**config.mk**
```make
export PLATFORM = sky130hd
export DESIGN_NAME = pc_alu_unit
export DESIGN_NICKNAME = d
export VERILOG_FILES = /design/src/rtl/pc_alu_unit.sv
export SDC_FILE = /design/constraint.sdc
export NUM_CORES = 1
export LEC_CHECK = 0
export BUFFER_PORTS_ARGS = -buffer_cell sky130_fd_sc_hd__buf_2
export CAP_MARGIN = 5
export CORE_MARGIN = 4
export CORE_UTILIZATION = 25
export CTS_CLUSTER_DIAMETER = 60
export DETAILED_ROUTE_END_ITERATION = 10
export GPL_TIMING_DRIVEN = 0
export SKIP_CTS_REPAIR_TIMING = 1
export SYNTH_ARGS = -nofsm -noshare
export SYNTH_HDL_FRONTEND = slang
export SYNTH_SLANG_ARGS = --single-unit
```
**constraint.sdc**
```tcl
create_clock -name clk -period 6.1 [get_ports clk]
set_input_delay 1.22 -clock clk [delete_from_list [all_inputs] [get_ports clk]]
set_output_delay 1.22 -clock clk [all_outputs]
set_load 0.02 [all_outputs]
```
**src/rtl/pc_alu_unit.sv**
```systemverilog
// Execute/fetch arithmetic slice of the single-cycle RV32I datapath.
// Contains the PC register, the pc+4 and pc+imm adders, and the integer ALU with its zero flag.
module pc_alu_unit #(
  parameter int                 WIDTH    = 32,
  parameter logic [WIDTH-1:0]   RESET_PC = '0
) (
  input  logic             clk,
  input  logic             reset,
  input  logic [WIDTH-1:0] pcnext,
  input  logic [WIDTH-1:0] imm,
  input  logic [WIDTH-1:0] a,
  input  logic [WIDTH-1:0] b,
  input  logic [3:0]       aluctr,
  output logic [WIDTH-1:0] pc,
  output logic [WIDTH-1:0] pcplus4,
  output logic [WIDTH-1:0] pcbranch,
  output logic [WIDTH-1:0] aluout,
  output logic             iszero
);

  localparam int SHW = $clog2(WIDTH);

  typedef enum logic [3:0] {
    ALU_ADD   = 4'b0000,
    ALU_SLL   = 4'b0001,
    ALU_SLT   = 4'b0010,
    ALU_SLTU  = 4'b0011,
    ALU_XOR   = 4'b0100,
    ALU_SRL   = 4'b0101,
    ALU_OR    = 4'b0110,
    ALU_AND   = 4'b0111,
    ALU_SUB   = 4'b1000,
    ALU_PASSB = 4'b1001,
    ALU_SRA   = 4'b1101
  } alu_op_e;

  logic [WIDTH-1:0] r_pc;
  logic [SHW-1:0]   w_shamt;
  logic [WIDTH-1:0] w_result;
  logic             w_lt_signed;
  logic             w_lt_unsigned;

  // Every edge loads pcnext; stall/flush muxing lives outside this block.
  always_ff @(posedge clk or posedge reset) begin
    if (reset) begin
      r_pc <= RESET_PC;
    end else begin
      r_pc <= pcnext;
    end
  end

  assign pc       = r_pc;
  assign pcplus4  = r_pc + WIDTH'(4);
  assign pcbranch = r_pc + imm;

  assign w_shamt       = b[SHW-1:0];
  assign w_lt_signed   = $signed(a) < $signed(b);
  assign w_lt_unsigned = a < b;

  always_comb begin
    w_result = '0;
    case (aluctr)
      ALU_ADD:   w_result = a + b;
      ALU_SUB:   w_result = a - b;
      ALU_SLL:   w_result = a << w_shamt;
      ALU_SLT:   w_result = {{(WIDTH-1){1'b0}}, w_lt_signed};
      ALU_SLTU:  w_result = {{(WIDTH-1){1'b0}}, w_lt_unsigned};
      ALU_XOR:   w_result = a ^ b;
      ALU_SRL:   w_result = a >> w_shamt;
      ALU_SRA:   w_result = $unsigned($signed(a) >>> w_shamt);
      ALU_OR:    w_result = a | b;
      ALU_AND:   w_result = a & b;
      ALU_PASSB: w_result = b;
      default:   w_result = '0;
    endcase
  end

  // Zero flag follows the final result, so undefined codes report zero.
  assign aluout = w_result;
  assign iszero = (w_result == '0);

endmodule

```
==> flow_metrics.py <==
metrics = {
    "run": {
        "max-cap-violations": 0,
    },
    "detailed_routing": {
        "first_pass_iters": 8,
        "via_count": 18270,
        "drt-initial-drc-count": 2509,
        "routed_wl_um": 87130,
        "routed_via_density": 6.245,
        "remaining_drc_errors": 0,
        "routedWlPerCell_um": 29.79,
        "ant_nets": 0,
    },
    "clock_network": {
        "numCtsBuffers": 5,
        "htree_levels": 2,
        "cts.sinks": 32,
        "root_buffer": "clkbuf_16",
        "cts_tree": "done",
        "path_clk_slew_ps": 50,
        "clockBufferDepth": 2,
    },
    "worst_setup_path": {
        "critical-path-top-delay-family": "buffers and inverters",
        "path_class": "in2out",
        "cp-end-kind": "primary output",
        "worstPathRequired_ps": 4880,
        "slowest_delay_ps": 440,
        "arrival_ps": 5220,
        "cp_max_fo": 10,
        "start_kind": "primary input",
        "crit_chain": "buf_6, buf_6, buf_12, buf_2, buf_2, buf_2, o211ai_1, a21oi_2, nor2_1, a211oi_1, o211ai_1, nor4_4, nand3_2, nor4b_4, nand4_1, nor4_4, buf_4",
        "setup.worst_path.start": "b[2]",
        "crit_buf_inv": 7,
        "crit_path_frequent_cell": "buf_2",
        "cp_slowest_cell": "nor4_4",
    },
    "global_route": {
        "grt_pass1_wl_um": 121500,
        "antenna_found_initial": 1,
        "grtUsageTotal_pct": 27.59,
        "overflow": 0,
        "grt_max_degree": 33,
        "grt_pass1_vias": 17090,
    },
    "synth": {
        "netlist_area_um2": 13720,
        "synth_nets": 2168,
        "netlist_instances": 1896,
        "ys.flop_type": "dfrtp_1",
        "async_flop_share_pct": 100.0,
        "ys_warn_count": 0,
        "yosys_register_bits": 32,
        "syn_avg_cell_area_um2": 7.235,
        "ys_seq_area_share_pct": 5.837,
        "synth-edff-count": 0,
        "synth_cell_types": 94,
    },
    "power": {
        "p_leak_uw": 0.007536,
        "peakVddDrop_uv": 229.5,
        "power_per_cell_area_nw_per_um2": 131.6,
    },
    "finish": {
        "largest_reg_flops": 32,
        "fillerInstances": 5907,
        "final_nets": 2501,
        "post-route-util_pct": 32.79,
        "synthToLayoutAreaGrowth_pct": 29.12,
        "drive_gt1_share_pct": 29.61,
        "antennaDiodeCount": 0,
    },
    "floorplan": {
        "die_y_um": 242.3,
        "fp.coreArea_um2": 54030,
        "pin_count": 263,
        "initial_core_util_pct": 25.39,
        "rows": 85,
        "die-area_um2": 58690,
        "dieWidth_um": 242.3,
    },
    "sta": {
        "hold_viol_final": 0,
        "worst_pin_slew_ps": 1259,
        "setup_slack_ps": -343.8,
        "finalCritPeriodShare_pct": 105.6,
        "setup-violations-final": 2,
        "finalSetupTns_ps": -392.0,
        "relSlewSlack_pct": 15.76,
        "max_freq_ghz": 0.1552,
        "drv_slew": 0,
        "holdWs_ps": 926.7,
        "fin_crit_ps": 6444,
        "rsz0062_at_grt": "yes",
    },
    "placement": {
        "dp_slack_ps": -2232,
        "io_buffers": 262,
        "place_congestion": 1.061,
        "hpwlAfterDp_um": 70390,
    },
    "outcome": {
        "violations": "setup timing",
        "status": "finished, violations left",
    },
    "min_path": {
        "hp-class": "in2async",
    },
}
-- through the flow --
stage	power, uW	area (um^2)	cells
finish	2332	17710	2925
global route	2423	17710	2925
detailed placement	1858	16010	2856
global placement	1871	15980	2854
CTS	2113	16150	2863
floorplan	1244	13800	1896
-- layout make-up --
type                    count  area (um^2)  area share [%]
inverters                 109        424.2           2.395
clock buffers               6        128.9          0.7276
multi-input cells        1607        12610           71.18
well taps                 696        870.8           4.916
clock inverters             1        5.005         0.02825
repair buffers            330         1882           10.62
plain buffers             144        993.5           5.609
flip-flops and latches     32        800.8           4.521
-- worst paths after layout --
kind	depth (start not counted)	end	slack, ps
max in group asynchronous	3	pc[29]	4730
max	17	iszero	-340
min in group clk	1	pc[23]	1040
min	2	pc[9]	930
-- cell families (layout without fill, tap and decap cells) --
kind of cell               count (synthesis)  in the layout  synth area share [%]
DFF                                       32             32                 5.837
xor gates and xnor gates                  68             68                 4.341
buffers and inverters                    257            590                 7.826
muxes                                    131            131                 14.69
AOI/OAI and AO/OA                        619            619                 30.99
adders and majority gates                138            138                 12.75
and+or+nand+nor                          651            651                 23.56
-- cell usage after synthesis (all sizes together) (15+ instances only) --
cell | n | share of area (%)
buf | 54 | 2.3
xnor2 | 46 | 2.9
nor3 | 42 | 1.5
o21a | 15 | 0.82
a22oi | 24 | 1.3
a31oi | 20 | 0.91
ha | 135 | 12
dfrtp | 32 | 5.8
nand2 | 155 | 4.2
a21oi | 144 | 5.3
mux4 | 51 | 8.5
o21ai | 109 | 4.0
clkbuf | 94 | 2.6
nand3 | 57 | 2.1
nor2b | 35 | 1.6
nor4 | 23 | 1.2
inv | 109 | 3.0
nor2 | 186 | 5.1
nand4 | 30 | 1.4
xor2 | 22 | 1.4
o221ai | 17 | 1.1
o22ai | 26 | 1.2
a21o | 31 | 1.7
nand2b | 27 | 1.2
mux2i | 55 | 4.1
and3 | 16 | 0.73
mux2 | 25 | 2.1
a211oi | 33 | 1.8
o211ai | 38 | 2.1
-- cell usage in the layout, fill, tap and decap left out, types with 48 or more instances in the layout --
cell and n:
nor2_1 182, a21oi_1 133, ha_1 127, buf_4 74, mux4_2 48, nand3_1 53, buf_2 272, nand2_1 153
inv_1 104, o21ai_0 96
-- metal layers --
layer / vias up / global-route usage, % / share of wire, %
li1: 7832 / - / -
met1: 8700 / 34.48 / 38
met2: 1433 / 43.33 / 43
met3: 302 / 6.630 / 12
met4: 0 / 16.07 / 7.9
met5: - / 0 / 0
-- power by group --
| part | total [uW] | switching [uW] | internal [uW] | leakage [uW] |
|---|---|---|---|---|
| Sequential | 243 | 19.5 | 223 | 0.000373 |
| Combinational | 1850 | 1190 | 655 | 0.00710 |
| Clock | 244 | 95.3 | 148 | 0.0000667 |
Note: power is estimated with default switching activity, not from simulation.
